--- src/rtl/apb_cmd_master.sv ---
// apb_cmd_master: single-outstanding APB3 initiator driven by a valid/ready command channel
// Ports: clk/rst_n; cmd_* request channel (valid/ready, write, addr, wdata);
// rsp_* response channel (valid/ready, rdata, err, timeout); APB3 master signals
// psel/penable/pwrite/paddr/pwdata out, pready/pslverr/prdata in.
// TIMEOUT_CYCLES bounds ACCESS wait states (0 disables the abort).
module apb_cmd_master #(
  parameter int TIMEOUT_CYCLES = 255
) (
  input  logic        clk,
  input  logic        rst_n,
  input  logic        cmd_valid_i,
  output logic        cmd_ready_o,
  input  logic        cmd_write_i,
  input  logic [31:0] cmd_addr_i,
  input  logic [31:0] cmd_wdata_i,
  output logic        rsp_valid_o,
  input  logic        rsp_ready_i,
  output logic [31:0] rsp_rdata_o,
  output logic        rsp_err_o,
  output logic        rsp_timeout_o,
  output logic        psel_o,
  output logic        penable_o,
  output logic        pwrite_o,
  output logic [31:0] paddr_o,
  output logic [31:0] pwdata_o,
  input  logic        pready_i,
  input  logic        pslverr_i,
  input  logic [31:0] prdata_i
);
  localparam int CW = TIMEOUT_CYCLES > 0 ? $clog2(TIMEOUT_CYCLES + 1) : 1;
  localparam logic [CW-1:0] LIM = CW'(TIMEOUT_CYCLES > 0 ? TIMEOUT_CYCLES - 1 : 0);
  typedef enum logic [1:0] {IDLE, SETUP, ACCESS, RESP} state_t;
  state_t state, state_nx;
  logic [CW-1:0] cnt;
  logic timeout;
  assign timeout = (TIMEOUT_CYCLES != 0) && (cnt == LIM);
  // Control outputs decode straight from the state register so reset drops them asynchronously.
  always_comb begin
    state_nx = state;
    case (state)
      IDLE:   state_nx = cmd_valid_i ? SETUP : IDLE;
      SETUP:  state_nx = ACCESS;
      ACCESS: state_nx = (pready_i || timeout) ? RESP : ACCESS;
      RESP:   state_nx = rsp_ready_i ? IDLE : RESP;
    endcase
    cmd_ready_o = state == IDLE;
    psel_o      = state == SETUP || state == ACCESS;
    penable_o   = state == ACCESS;
    rsp_valid_o = state == RESP;
  end
  always_ff @(posedge clk or negedge rst_n) begin
    if (!rst_n) begin
      state         <= IDLE;
      cnt           <= '0;
      pwrite_o      <= 1'b0;
      paddr_o       <= '0;
      pwdata_o      <= '0;
      rsp_rdata_o   <= '0;
      rsp_err_o     <= 1'b0;
      rsp_timeout_o <= 1'b0;
    end else begin
      state <= state_nx;
      if (state == IDLE && cmd_valid_i) begin
        pwrite_o <= cmd_write_i;
        paddr_o  <= cmd_addr_i;
        pwdata_o <= cmd_wdata_i;
      end
      // Saturating so the counter cannot wrap when the timeout is disabled.
      if (state == SETUP)
        cnt <= '0;
      else if (state == ACCESS && !pready_i && cnt != '1)
        cnt <= cnt + CW'(1);
      // pready_i takes priority over a simultaneous timeout.
      if (state == ACCESS && pready_i) begin
        rsp_rdata_o   <= pwrite_o ? '0 : prdata_i;
        rsp_err_o     <= pslverr_i;
        rsp_timeout_o <= 1'b0;
      end else if (state == ACCESS && timeout) begin
        rsp_rdata_o   <= '0;
        rsp_err_o     <= 1'b1;
        rsp_timeout_o <= 1'b1;
      end
    end
  end
endmodule

--- config.mk ---
export PLATFORM = sky130hd
export DESIGN_NAME = apb_cmd_master
export DESIGN_NICKNAME = d
export VERILOG_FILES = /design/src/rtl/apb_cmd_master.sv
export SDC_FILE = /design/constraint.sdc
export NUM_CORES = 1
export LEC_CHECK = 0
export BUFFER_PORTS_ARGS = -buffer_cell sky130_fd_sc_hd__buf_2
export CAP_MARGIN = 20
export CORE_MARGIN = 8
export CORE_UTILIZATION = 35
export DETAILED_ROUTE_END_ITERATION = 10
export GPL_TIMING_DRIVEN = 0
export PLACE_DENSITY_LB_ADDON = 0.05
export SYNTH_ARGS = -nofsm -noshare
export SYNTH_HDL_FRONTEND = slang
export SYNTH_SLANG_ARGS = --single-unit
--- constraint.sdc ---
create_clock -name clk -period 1.75 [get_ports clk]
set_clock_uncertainty 0.05 [all_clocks]
set_input_delay 0.2625 -clock clk [delete_from_list [all_inputs] [get_ports clk]]
set_output_delay 0.2625 -clock clk [all_outputs]
set_load 0.01 [all_outputs]
# After elaboration in Yosys (flattened, before gate mapping)
# Index checks and enable logic that the tools add are counted.
# totals
regBits	109
inputBits	103
out_inout_bits	103
word_cells	37
# classes
add_sub_neg	1
reduce_logical	11
mux	12
eq_ne	5
# ops
cell	count
2-to-1 mux 32 bit	3
2-to-1 mux 8 bit	2
adder 8 x 1 -> 8 bit, second input constant	1
equality test 8 bit, second input constant	1
inequality test 8 bit, second input constant	1
case mux 2 bit (4 select lines)	1
logical AND 1 bit	5
2-to-1 mux 1 bit	5
equality test 2 bit, second input constant	2
nonzero test 2 bit	2
equality test 2 x 1 -> 1 bit, second input constant	1
zero test 2 bit	1
logical OR 1 bit	2
2-to-1 mux 2 bit	1
zero test 1 bit	1

# Longest topological paths before layout
# depth
word_depth	5
mapped_depth	6
depth_no_buf	5

# Least setup slack after synthesis
# No wires, ideal clock.
# synth_timing
path_kind	register to register
startpoint	register state[0]
endpoint	register rsp_rdata_o[23]
required_time_ns	1.574
period_less_slack_ns	1.803
setup_time_ns	0.126
stages_incl_launch_ff	7
arrival_time_ns	1.627
path_buffers	2
slack_ns	-0.053
cell_sequence	dfrtp_1 inv_1 ha_1 clkbuf_2 clkbuf_1 and2b_1 a221o_1
# synth_between
elab_chain_len	3
word_cells_on_any_way	5
cone_classes	1 x eq/ne; 1 x mux; 3 x reduce/logical
# synth_lines
element	line	source
from (decl)	33	state_t state, state_nx;
from (signal assigned)	62	state <= state_nx;
equality test 2 bit *	n/a	
via penable_o	22	output logic penable_o,
logical AND 1 bit, on equally long branches	74, 78	
2-to-1 mux 32 bit or nonzero test 2 bit (tied branches)	n/a	
to (signal assigned)	75	rsp_rdata_o <= pwrite_o ? '0 : prdata_i;
to (decl)	18	output logic [31:0] rsp_rdata_o,
# Mark *: on every way through the listed nets, which the timed path passes. The rest lies on a longest branch.
# A chain may end at the register's enable or synchronous reset.

# Worst setup path after layout
# layout_timing
startpoint	register cnt[2]
endpoint	register rsp_rdata_o[24]
# layout_between
elab_chain_len	3
# layout_lines
element	line	source
from (decl)	34	logic [CW-1:0] cnt;
from (signal assigned)	72	cnt <= cnt + CW'(1);
equality test 8 bit	36	assign timeout = (TIMEOUT_CYCLES != 0) && (cnt == LIM);
logical AND 1 bit	78	end else if (state == ACCESS && timeout) begin
nonzero test 2 bit (no source line)	n/a	
# No other way between the ends.

==> flow_summary.toml <==
[cts]
clockBufferDepth = 2
clkTransAtPathRegs_ps = 80
cts_sinks = 109
cts_tree = "done"
cts_root_buf = "clkbuf_16"
clk_latency_ps = 350
cts_made_buffers = 9
cts_htree_levels = 3

[timing]
setup-tns-final_ps = 0
period_share_pct = 94.1
timing.final.ws_setup_ps = 103
max_freq_mhz = 607
period_needed_ps = 1650
hold_violations = 0
tightest_slew_ps = 505
finalMaxSlewViolations = 0
setup_violations = 0
slew-limit-headroom_pct = 66.3

[synthesis]
ys_seq_area_share_pct = 59.8
synth_cell_type_count = 40
synth.cell_area_um2 = 4560
synthTopCellsByCount = "109 x dfrtp_1, 67 x mux2_2, 29 x a221o_1"
synthFlopType = "dfrtp_1"
syn_nets = 432
syn_avg_cell_area_um2 = 14.1
synthArstFlopShare_pct = 100
synth_top_area_cell = "dfrtp_1"
ys_seq_elements = 109
synth_edf_count = 0
yosysWarnings = 0
netlist.area_leader.share_pct = 59.8
synth_area_leaders = "dfrtp_1 60%, mux2_2 17%, a221o_1 6.4%"
synth_cells = 323
synth_most_common_cell = "dfrtp_1"

[setup_path]
critPathArrivalTime_ps = 1830
rr_endpoint = "rsp_rdata_o[24]"
endpoint = "rsp_rdata_o[24]"
cp-end-kind = "register"
ff2ff_path_depth = 5
regToRegStartpoint = "cnt[2]"
crit_start = "cnt[2]"
start_kind = "register"
path_class = "register to register"
worstPathRequired_ps = 1930
r2r_slack_ps = 100
path_max_fanout = 10

[pwr]
p_switching_w = 0.00365
p_clk_share_pct = 19.2
p_seq_share_pct = 39.6
p_leak_nw = 2.93
max-vdd-ir-drop_v = 0.000958
pwr_density_cell_nw_per_um2 = 1720
p_int_w = 0.00715
sw_frac_of_total_pct = 33.8
pwr-share-comb_pct = 41.1

[finish]
seq_area_um2 = 2730
layoutNonFillerInstCount = 722
nets = 655
antennaDiodeCount = 0
layout-drive-gt1-share_pct = 59.5
fillers = 1175
syn2layout_area_growth_pct = 37.8
multiInputGateArea_um2 = 1730

[detailed_routing]
drc_errors = 0
first_iter_violations = 170
routed_wl_um = 12500
vias_per_cell = 4.76
dr.pass1.iters = 4
vias = 3440
wl_per_cell_um = 17.3
final_antenna_net_count = 0

[global_routing]
grt_start_max_net_pins = 58
grt_first_pass_wirelength_um = 19100
first_global_vias = 3645
gr-total-overflow = 0
globalRouteTotalUtil_pct = 14.8
antenna_found_initial = 1

[floorplanning]
die_h_um = 130
io_pins = 206
start_util_pct = 36.0
rows = 41
die_w_um = 130
core_area_um2 = 12700
die_area_um2 = 16900

[min_path]
hp-start = "prdata_i[31]"
min_path_type = "primary input to register"

[place]
place_inst = 701
io_buffers = 205
place_hpwl_um = 9430
pre_cts_slack_ps = -294
place_congestion = 0.718

[outcome]
status = "finished clean"

[flow_run]
drv_cap = 0
-- power groups by stage --
stage / Combinational (W) / Sequential, W / Clock [W]
after floorplan: 0.00199 / 0.00482 / 0
after CTS: 0.00449 / 0.00428 / 0.00217
after global placement: 0.00435 / 0.00425 / 0
after detailed placement: 0.00440 / 0.00430 / 0
final: 0.00444 / 0.00428 / 0.00208
after global routing: 0.00488 / 0.00445 / 0.00224
-- routing by layer --
| layer | track usage (%) | share of wire (%) |
|---|---|---|
| met1 | 16.1 | 38 |
| met4 | 3.89 | 1.0 |
| met5 | 0 | 0.10 |
| met2 | 24.3 | 51 |
| met3 | 8.16 | 11 |
-- kinds of logic (layout without fill, tap and decap cells) --
logic type                 count (synthesis)  in the layout  synth area share (%)
and+or+nand+nor                           62             62                  8.53
buffers and inverters                     29            256                  3.37
AOI/OAI and AO/OA                         50             50                  10.1
muxes                                     67             67                  16.5
adders and majority gates                  6              6                  1.65
DFF                                      109            109                  59.8
-- cell usage in the layout, fill, tap and decap left out, types with 4 or more instances in the layout --
master,netlist,routed
a221o_1,29,29
nor2_1,6,6
dfrtp_1,109,108
clkbuf_16,0,9
and2b_1,9,9
o21ai_0,4,4
nor2b_1,24,24
buf_2,8,207
ha_1,6,5
inv_1,10,9
buf_6,4,11
mux2_2,67,67
buf_4,1,5
-- worst min-delay path by stage --
stage | end | slack (ps) | cells after the start
3_3_place_gp | rsp_timeout_o | 410 | 2
4_1_cts | paddr_o[29] | 70 | 2
5_1_grt | pwdata_o[20] | 70 | 2
6_report | rsp_rdata_o[31] | 90 | 2
3_5_place_dp | pwdata_o[19] | 200 | 1
2_1_floorplan | cnt[0] | -80 | 0
-- critical path: stages (launching register included) --
cell	delay, ps
dfrtp_1	400
and4_1	220
buf_6	130
a41oi_4	180
buf_6	200
a221o_1	350
-- registers in the layout, indices dropped and copies added (netlist names) --
signal         cells
rsp_rdata_o       32
pwdata_o          32
state              2
cnt                8
paddr_o           32
pwrite_o           1
rsp_timeout_o      1
rsp_err_o          1
-- area by class of cell --
| type | count | share of cell area [%] |
|---|---|---|
| buffer | 19 | 2.63 |
| clock buffer | 11 | 3.86 |
| clock inverter | 4 | 0.895 |
| inverter | 10 | 0.597 |
| multi-input combinational | 185 | 27.5 |
| sequential | 109 | 43.4 |
| tap | 172 | 3.42 |
| timing repair buffer | 212 | 17.7 |
-- timing repair --
| action | in CTS | in global routing |
|---|---|---|
| pin swaps | 1 | 0 |
| buffers inserted | 1 | 4 |
| hold buffers | 1 | 0 |
| gates resized for setup | 18 | 11 |
| endpoints found under the setup margin | 95 | 95 |
| endpoints found under the hold margin | 52 | 0 |
-- stage by stage --
step	total power, W	cell area, µm²	hold WS, ps	utilization, %
2_1_floorplan	0.00681	4560	-83.1	-
3_3_place_gp	0.00861	5810	413	45.8
3_5_place_dp	0.00870	5840	196	46.1
4_1_cts	0.0109	6210	69.7	49.0
5_1_grt	0.0116	6290	70.7	49.6
6_report	0.0108	6290	85.9	49.6
Note: power is estimated with default switching activity, not from simulation.
